`src/rtl/alu_seq.sv`:
```
// alu_seq: handshaked RISC-V integer execute unit (RV base R-type ops plus M extension).
// Base ops complete in one cycle. Multiply/divide iterate one bit per cycle over XLEN cycles.
// Optional feature macro: ALU_SEQ_DIV_EN enables DIV/DIVU/REM/REMU.
// Without the macro, those encodings report err.
module alu_seq #(
  parameter int XLEN = 64
) (
  input  logic            clk,
  input  logic            rst,
  input  logic            in_valid,
  output logic            in_ready,
  input  logic [2:0]      funct3,
  input  logic [6:0]      funct7,
  input  logic [XLEN-1:0] rs1,
  input  logic [XLEN-1:0] rs2,
  output logic            out_valid,
  input  logic            out_ready,
  output logic [XLEN-1:0] rd,
  output logic            err
);

  localparam int SW = $clog2(XLEN);

  typedef enum logic [1:0] {
    IDLE = 2'd0,
    BUSY = 2'd1,
    DONE = 2'd2
  } state_t;

  state_t              state_r;
  state_t              state_next_s;
  logic                accept_s;
  logic                last_s;
  logic                is_base_s;
  logic                is_mop_s;
  logic [SW-1:0]       shamt_s;
  logic [XLEN-1:0]     base_res_s;
  logic                sa_s;
  logic                sb_s;
  logic [XLEN-1:0]     a_mag_s;
  logic [XLEN-1:0]     b_mag_s;
  logic [XLEN:0]       mul_sum_s;
  logic [2*XLEN-1:0]   p_next_s;
  logic [2*XLEN-1:0]   prod_s;
  logic [XLEN-1:0]     fix_res_s;

  logic [2*XLEN-1:0]   p_r;      // product accumulator, or {remainder, quotient}
  logic [XLEN-1:0]     m_r;      // multiplicand magnitude, or divisor magnitude
  logic [2:0]          f3_r;
  logic                neg_r;    // negate product / quotient at the end
  logic [SW-1:0]       cnt_r;
  logic [XLEN-1:0]     rd_r;
  logic                err_r;
`ifdef ALU_SEQ_DIV_EN
  logic [2*XLEN:0]     div_sh_s;
  logic [XLEN:0]       div_diff_s;
  logic                sa_r;     // dividend sign, sets the remainder sign
  logic                dz_r;     // divide by zero
  logic [XLEN-1:0]     a_raw_r;  // raw dividend, returned as remainder on divide by zero
`endif

  assign rd  = rd_r;
  assign err = err_r;

  // Handshake signals and end-of-iteration detection
  always_comb begin
    in_ready  = (state_r == IDLE) && !rst;
    accept_s  = in_valid && in_ready;
    out_valid = (state_r == DONE);
    last_s    = (state_r == BUSY) && (cnt_r == SW'(XLEN-1));
  end

  // Decode funct7/funct3 into base, multi-cycle, or unsupported
  always_comb begin
    is_base_s = 1'b0;
    is_mop_s  = 1'b0;
    case (funct7)
      7'b0000000: is_base_s = 1'b1;
      7'b0100000: is_base_s = (funct3 == 3'b000) || (funct3 == 3'b101);
      7'b0000001: begin
`ifdef ALU_SEQ_DIV_EN
        is_mop_s = 1'b1;
`else
        is_mop_s = ~funct3[2];
`endif
      end
      default: is_base_s = 1'b0;
    endcase
  end

  // Single-cycle base operation result
  always_comb begin
    shamt_s    = rs2[SW-1:0];
    base_res_s = {XLEN{1'b0}};
    case (funct3)
      3'b000: begin
        if (funct7[5]) base_res_s = rs1 - rs2;
        else           base_res_s = rs1 + rs2;
      end
      3'b001: base_res_s = rs1 << shamt_s;
      3'b010: base_res_s = {{(XLEN-1){1'b0}}, ($signed(rs1) < $signed(rs2))};
      3'b011: base_res_s = {{(XLEN-1){1'b0}}, (rs1 < rs2)};
      3'b100: base_res_s = rs1 ^ rs2;
      3'b101: begin
        if (funct7[5]) base_res_s = $signed(rs1) >>> shamt_s;
        else           base_res_s = rs1 >> shamt_s;
      end
      3'b110: base_res_s = rs1 | rs2;
      3'b111: base_res_s = rs1 & rs2;
      default: base_res_s = {XLEN{1'b0}};
    endcase
  end

  // Operand signs and magnitudes for the iterative unit
  always_comb begin
    sa_s = 1'b0;
    sb_s = 1'b0;
    case (funct3)
      3'b001, 3'b100, 3'b110: begin
        sa_s = rs1[XLEN-1];
        sb_s = rs2[XLEN-1];
      end
      3'b010: begin
        sa_s = rs1[XLEN-1];
        sb_s = 1'b0;
      end
      default: begin
        sa_s = 1'b0;
        sb_s = 1'b0;
      end
    endcase
    if (sa_s) a_mag_s = {XLEN{1'b0}} - rs1;
    else      a_mag_s = rs1;
    if (sb_s) b_mag_s = {XLEN{1'b0}} - rs2;
    else      b_mag_s = rs2;
  end

  // One shift-add (multiply) or restoring-subtract (divide) step
  always_comb begin
    mul_sum_s = {1'b0, p_r[2*XLEN-1:XLEN]} + (p_r[0] ? {1'b0, m_r} : {(XLEN+1){1'b0}});
    p_next_s  = {mul_sum_s, p_r[XLEN-1:1]};
`ifdef ALU_SEQ_DIV_EN
    div_sh_s   = {p_r, 1'b0};
    div_diff_s = div_sh_s[2*XLEN:XLEN] - {1'b0, m_r};
    if (f3_r[2]) begin
      if (!div_diff_s[XLEN]) p_next_s = {div_diff_s[XLEN-1:0], div_sh_s[XLEN-1:1], 1'b1};
      else                   p_next_s = div_sh_s[2*XLEN-1:0];
    end else begin
      p_next_s = {mul_sum_s, p_r[XLEN-1:1]};
    end
`endif
  end

  // Final-cycle sign fix-up and result selection; overflow (MIN / -1) falls out naturally
  always_comb begin
    if (neg_r) prod_s = {(2*XLEN){1'b0}} - p_next_s;
    else       prod_s = p_next_s;
    fix_res_s = {XLEN{1'b0}};
    case (f3_r)
      3'b000:                 fix_res_s = prod_s[XLEN-1:0];
      3'b001, 3'b010, 3'b011: fix_res_s = prod_s[2*XLEN-1:XLEN];
`ifdef ALU_SEQ_DIV_EN
      3'b100: begin
        if (dz_r)       fix_res_s = {XLEN{1'b1}};
        else if (neg_r) fix_res_s = {XLEN{1'b0}} - p_next_s[XLEN-1:0];
        else            fix_res_s = p_next_s[XLEN-1:0];
      end
      3'b101: begin
        if (dz_r) fix_res_s = {XLEN{1'b1}};
        else      fix_res_s = p_next_s[XLEN-1:0];
      end
      3'b110: begin
        if (dz_r)      fix_res_s = a_raw_r;
        else if (sa_r) fix_res_s = {XLEN{1'b0}} - p_next_s[2*XLEN-1:XLEN];
        else           fix_res_s = p_next_s[2*XLEN-1:XLEN];
      end
      3'b111: begin
        if (dz_r) fix_res_s = a_raw_r;
        else      fix_res_s = p_next_s[2*XLEN-1:XLEN];
      end
`endif
      default: fix_res_s = {XLEN{1'b0}};
    endcase
  end

  // Next-state logic
  always_comb begin
    state_next_s = state_r;
    case (state_r)
      IDLE: begin
        if (accept_s) state_next_s = is_mop_s ? BUSY : DONE;
        else          state_next_s = IDLE;
      end
      BUSY: begin
        if (last_s) state_next_s = DONE;
        else        state_next_s = BUSY;
      end
      DONE: begin
        if (out_ready) state_next_s = IDLE;
        else           state_next_s = DONE;
      end
      default: state_next_s = IDLE;
    endcase
  end

  // State register
  always_ff @(posedge clk or posedge rst) begin
    if (rst) state_r <= IDLE;
    else     state_r <= state_next_s;
  end

  // Operand capture, iteration and result registers
  always_ff @(posedge clk or posedge rst) begin
    if (rst) begin
      p_r     <= {(2*XLEN){1'b0}};
      m_r     <= {XLEN{1'b0}};
      f3_r    <= 3'b000;
      neg_r   <= 1'b0;
      cnt_r   <= {SW{1'b0}};
      rd_r    <= {XLEN{1'b0}};
      err_r   <= 1'b0;
`ifdef ALU_SEQ_DIV_EN
      sa_r    <= 1'b0;
      dz_r    <= 1'b0;
      a_raw_r <= {XLEN{1'b0}};
`endif
    end else if (accept_s) begin
      f3_r  <= funct3;
      neg_r <= sa_s ^ sb_s;
      cnt_r <= {SW{1'b0}};
      rd_r  <= is_base_s ? base_res_s : {XLEN{1'b0}};
      err_r <= ~(is_base_s | is_mop_s);
      if (funct3[2]) begin
        p_r <= {{XLEN{1'b0}}, a_mag_s};
        m_r <= b_mag_s;
      end else begin
        p_r <= {{XLEN{1'b0}}, b_mag_s};
        m_r <= a_mag_s;
      end
`ifdef ALU_SEQ_DIV_EN
      sa_r    <= sa_s;
      dz_r    <= (rs2 == {XLEN{1'b0}});
      a_raw_r <= rs1;
`endif
    end else if (state_r == BUSY) begin
      p_r   <= p_next_s;
      cnt_r <= cnt_r + SW'(1'b1);
      if (last_s) rd_r <= fix_res_s;
    end
  end

endmodule

```
`config.mk`:
```
export PLATFORM = sky130hd
export DESIGN_NAME = alu_seq
export DESIGN_NICKNAME = d
export VERILOG_FILES = /design/src/rtl/alu_seq.sv
export SDC_FILE = /design/constraint.sdc
export NUM_CORES = 2
export LEC_CHECK = 0
export BUFFER_PORTS_ARGS = -buffer_cell sky130_fd_sc_hd__buf_2
export CAP_MARGIN = 20
export CORE_ASPECT_RATIO = 0.7
export CORE_MARGIN = 2
export CORE_UTILIZATION = 30
export CTS_CLUSTER_DIAMETER = 40
export DETAILED_ROUTE_END_ITERATION = 6
export SETUP_SLACK_MARGIN = 0.05
export SLEW_MARGIN = 20
export SYNTH_ARGS = -nofsm -noshare
export SYNTH_HDL_FRONTEND = slang
export SYNTH_SLANG_ARGS = --single-unit
```
`constraint.sdc`:
```
create_clock -name clk -period 11.5 [get_ports clk]
set_clock_uncertainty 0.05 [all_clocks]
set_input_delay 2.3 -clock clk [delete_from_list [all_inputs] [get_ports clk]]
set_output_delay 2.3 -clock clk [all_outputs]
set_load 0.01 [all_outputs]
```
---- Word level (Yosys, flattened, before mapping) ----
Index checks and enable logic that the tools add are counted.
storage, ports and cells
  register bits after elaboration ......... 269
  input port bits ......................... 142
  output and inout bits ................... 67
cells by class
  $add $sub $neg .......................... 7
  $lt $le $gt $ge ......................... 2
  equal/unequal tests ..................... 15
  shifts and indexed selects .............. 3
  multiplexer cells ....................... 27
  bitwise gates (word level) .............. 7
  reduce and logical (&&, ||, !) cells .... 15
operators with widths
  kind                       count
  $mux W64                   11
  $pmux W64 S8               1
  $mux W128                  3
  $lt A64 B64 Y1             2
  $pmux W64 S2               1
  $sub A1 B128 Y128 const A  1
  $sub A1 B64 Y64 const A    2
  $add A64 B64 Y65           1
  $add A64 B64 Y64           1
  $and A64 B64 Y64           1
  $or A64 B64 Y64            1
  $shl A64 B6 Y64            1
  $shr A64 B6 Y64            1
  $sshr A64 B6 Y64           1
  $sub A64 B64 Y64           1
  $xor A64 B64 Y64           1
  $eq A3 B2 Y1 const B       4
  $eq A3 B3 Y1 const B       4
  $mux W6                    2
  $mux W2                    4
  $eq A7 B1 Y1 const B       1
  $eq A7 B6 Y1 const B       1
  $logic_not A7 Y1           1
  $add A6 B1 Y6 const B      1
  other kinds (19)           28

---- Depth between registers and ports, before layout ----
  depth in word-level cells ............... 8
  depth in mapped cells ................... 20
  gate-level depth less buffers ........... 16

---- Worst setup path after synthesis ----
OpenSTA, ideal clock, no wires.
  path type ............................... input port to flip-flop
  from .................................... in rs2[1]
  to ...................................... reg rd_r[60], in the netlist rd[60]
  data arrival time ....................... 6.722 ns
  slack ................................... 4.605 ns
  stages on the path ...................... 17
  path buffers ............................ 3
  cells stage by stage .................... clkbuf_1 > clkbuf_1 > clkbuf_1 > clkinv_1 > fa_1 > nor2b_1 > o21a_1 > o211ai_1 > o211ai_1 > o211ai_1 > a211oi_1 > o211ai_1 > or3b_2 > nand2_1 > or4b_2 > a32oi_1 > nand2_1
between the ends
  word-level cells in the longest chain between the ends .. 5
  elaborated cells between the ends (all ways) .. 10
RTL lines
  what                                            line     source
  start, declared                                 15       input logic [XLEN-1:0] rs2,
  $add A64 B64 Y64, or another cell as far along  98       else base_res_s = rs1 + rs2;
  $mux W64 (on tied branches)                     97, 105
  $pmux W64 S8 *                                  95       case (funct3)
  $mux W64 *                                      231      rd_r <= is_base_s ? base_res_s : {XLEN{1'b0}};
  $mux W64 *                                      227      end else if (accept_s) begin
  end signal, assigned                            220      rd_r <= {XLEN{1'b0}};
  end signal, assigned                            231
  end signal, assigned                            248      if (last_s) rd_r <= fix_res_s;
  end, declared                                   52       logic [XLEN-1:0] rd_r;
Every way passes the cells marked *; elsewhere a longest branch is shown, timed or not.
A chain may end at the register's enable or synchronous reset.

---- Worst setup path after layout ----
  from .................................... in rs2[1]
  to ...................................... reg rd_r[51], in the netlist rd[51]
Same word-level chain as after synthesis.

==> summary.md <==
| Metric | Value |
|---|---|
| VDD IR max | 0.09173 mV |
| RR Endpoint | rd[60] |
| RSZ-0062 raised after global routing | false |
| FF-to-FF Start | p_r[0] |
| Yosys cell types | 114 |
| Die Ht | approximately 320 um |
| Most area-consuming cells after synthesis | dfrtp_1, ha_1, nor2_1, a21oi_1, o21ai_0 |
| Final net count | ~6.4k |
| Fmax | approximately 130 MHz |
| LEAKAGE | 18.67 nW |
| Initial antenna violation count | 21 |
| Post-route ant nets | 0 |
| Hold buffers post-CTS | 0 |
| Post-DP HPWL | 200300 um |
| CTS max path bufs | 3 |
| Die X | 455.9 um |
| Pwr Density | 124.8 nW/um2 |
| Post-CTS repair timing setup buffer count | 0 |
| YS warnings | 0 |
| Total chip power | 5.837 mW |
| Compound-gate portion of the synthesized area | 30.74% |
| GP Congestion | 1.066 |
| Worst Hold Class | reg -> reg |
| Net count after synthesis | around 6.6k |
| Fin. max-slew vios | 0 |
| Final setup vio count | 0 |
| Post-synth ARST share | 100.0% |
| CTS buffer count | 39 |
| Final instance area | 46760 um2 |
| Post-synthesis mux area share | 9.204% |
| Syn Std Cell Area | about 43000 um2 |
| Fin util | approximately 33% |
| Post_cts resized | 0 |
| Avg Cell Area, Syn | around 7.0 um2 |
| Worst slew pin tran | 1332 ps |
| Clock slew seen by the registers of the worst setup and hold paths | 60 ps |
| CP peak stage delay | a little over 900 ps |
| Post-synth EDFFs | 0 |
| Per-cell routed wire length | 31.64 um |
| Post-synth top area share | 15.70% |
| Commonest cells post-synth | nor2_1, nand2_1, a21oi_1, o21ai_0, clkbuf_1 |
| Vias per cell | 6.418 |
| Post-Synth XOR/XNOR Area | 6.611% |
| Yosys reg bits | 269 |
| Final Hold Vio Count | 0 |
| Post-synthesis adder-cell area fraction | 7.754% |
| Max-cap check violation count | 0 |
| Worst Path Arrival | 8260 ps |
| Clock latency on the worst-skew pair | ~610 ps |
| Cell count after synthesis | 6147 |
| Minimum clock period | roughly 8000 ps |
| Grt ovf | 0 |
| DP Area | ~45000 um2 |
| Cell row count | 116 |
| CP Launch Point | rs2[1] |
| Fin Setup TNS | 0 ps |
| Main synth FF type | dfrtp_1 |
| Die area | about 150000 um2 |
| Slew HR | 10.86% |
| Most frequent CP cell | nor2_1 |
| Cell breakdown of the critical path | buf_6 > clkinv_1 > ha_1 > nor2_1 > o2111ai_1 > a31oi_1 > o21ai_0 > a211oi_1 > nor2_1 > o31ai_1 > a21oi_1 > o31ai_1 > xnor2_1 > nor2_1 > o311ai_0 |
| CP Capture Type | flip-flop |
| Setup crit end | rd[51] |
| Final period util | 68.21% |
| Most common cell in the synthesized netlist | nor2_1 |
| Area Growth Syn to Fin | 9.032% |
| CP Data Required Time | 11920 ps |
| Core Region | 142400 um2 |
| Post-Route WL | around 250000 um |
| DR vias | 50.99k |
| Largest family of logic cells by synthesized area | compound AO/OA/AOI/OAI gates |
| Global-route wire length before repair | around 350000 um |
| CTS tree | built |
| Critical Path Fanout Max | 54 |
| Worst R2R Path Depth | 17 |
| Setup CP Type | in -> reg |
| Share of layout cells above drive strength 1 | 10.59% |
| I/O pins | 209 |
| Vias in the first global route | 45.46k |
| Clk sinks | between 200 and 300 |
| FF-to-FF setup slack | 4230 ps |
| Buffers added on ports | 208 |
| Starting DRT DRC Count | 7711 |
| Hold path cells | 2 |
| Outcome | finished, final reports clean |
| Slowest CP cell | o31ai_1 |
| Initial core utilization | 30.12% |
| H-tree Lvls | 2 |
| CP Launch Type | input port |
| Largest net degree at the start of global routing | 122 |
| Seq/Total Area, Yosys | 15.70% |
| Yosys top cell by area | dfrtp_1 |
| Clk root buf | clkbuf_16 |
| Simple-Gate Fraction of Synth Area | 23.79% |
| DRC Markers | 0 |
| Pre-antenna DRT Iters | 7 |
| GRT Total Usage | between 30 and 40% |
[how the worst min path moves through the flow]
stage / startpoint / end / slack (ps)
after floorplan: m_r[54] / m_r[54] / 380
after global placement: m_r[23] / m_r[23] / 410
after detailed placement: m_r[46] / m_r[46] / 410
after CTS: m_r[49] / m_r[49] / 430
after global routing: m_r[26] / m_r[26] / 450
final: m_r[48] / m_r[48] / 420
[routing by layer]
| layer | routed length (um) | track usage, % | part of all wire (%) | vias to the layer above |
|---|---|---|---|---|
| met5 | 137 | 0 | 0.054 | - |
| met4 | 8952 | 9.578 | 3.6 | 20 |
| met3 | 32840 | 10.86 | 13 | 433 |
| met2 | 97630 | 44.39 | 39 | 3349 |
| met1 | 111800 | 48.25 | 44 | 25030 |
| li1 | - | - | - | 22160 |
[flip-flops by register name (all words and copies together), names as in the netlist]
| register | cells |
|---|---|
| cnt_r | 6 |
| err | 1 |
| f3_r | 3 |
| m_r | 64 |
| neg_r | 1 |
| p_r | 128 |
| rd | 64 |
| state_r | 2 |
[power breakdown]
group          total [mW]  switching [mW]  leakage (nW)  internal, mW
Combinational        3.12            2.12          14.6         0.996
Sequential           1.41           0.274          3.39          1.14
Clock                1.31           0.587         0.651         0.722
Total                5.84            2.98          18.7          2.86
[cells by family after synthesis]
family / after synthesis
XOR/XNOR: 322
AND/OR/NAND/NOR: 2213
flip-flops: 269
adder cells (fa/ha/maj): 264
multiplexers: 259
AO/OA/AOI/OAI: 2119
buffers and inverters: 701
[layout make-up]
class / count / area [um2]
Antenna cell: 6 / 15.01
Clock buffer: 45 / 1040
Clock inverter: 26 / 302.8
Fill cell: 15570 / 95620
Inverter: 227 / 864.6
Multi-Input combinational cell: 5177 / 33620
Sequential cell: 269 / 6735
Tap cell: 1888 / 2362
Timing Repair Buffer: 307 / 1826
[stage by stage]
stage	worst slack, ps	hold slack (ps)	instances
finish	3656	421.6	7945
floorplan	1740	380.4	6147
CTS	4035	426.5	7937
detailed placement	3435	412.5	7866
global route	3484	446.8	7939
global placement	3548	407.4	7865
[critical path: cells and delay by family]
family | cells | cell delay (ps)
compound gates | 8 | 3580
xor+xnor | 1 | 160
fa+ha+maj | 1 | 620
buf+inv | 2 | 1120
simple gates | 3 | 430
[cells in the final DEF (no fill, tap or decap), types with 25 or more instances in the layout]
master,synthesis,layout
nor2_1,841,835
nand2_1,626,625
a21oi_1,609,609
o21ai_0,593,591
dfrtp_1,269,268
ha_1,261,261
xnor2_1,232,232
inv_1,220,218
buf_2,25,201
nand3_1,142,142
mux2i_1,124,124
a31oi_1,123,123
nor3_1,113,110
mux4_2,105,105
buf_4,0,101
and2_1,101,100
xor2_1,88,88
o31ai_1,83,83
o211ai_1,67,67
nand4_1,63,63
a211oi_1,65,63
o22ai_1,63,63
or3_1,58,58
o21bai_1,47,47
a21o_1,46,46
o221ai_1,46,46
nor4_1,47,43
a22oi_1,43,43
a211o_1,42,42
clkbuf_16,0,40
nand2b_1,38,37
or2_2,32,32
o21a_1,32,32
mux2_2,29,29
nor2b_1,28,27
or4_1,27,27
and3_1,25,25
Note: power is estimated with default switching activity, not from simulation.
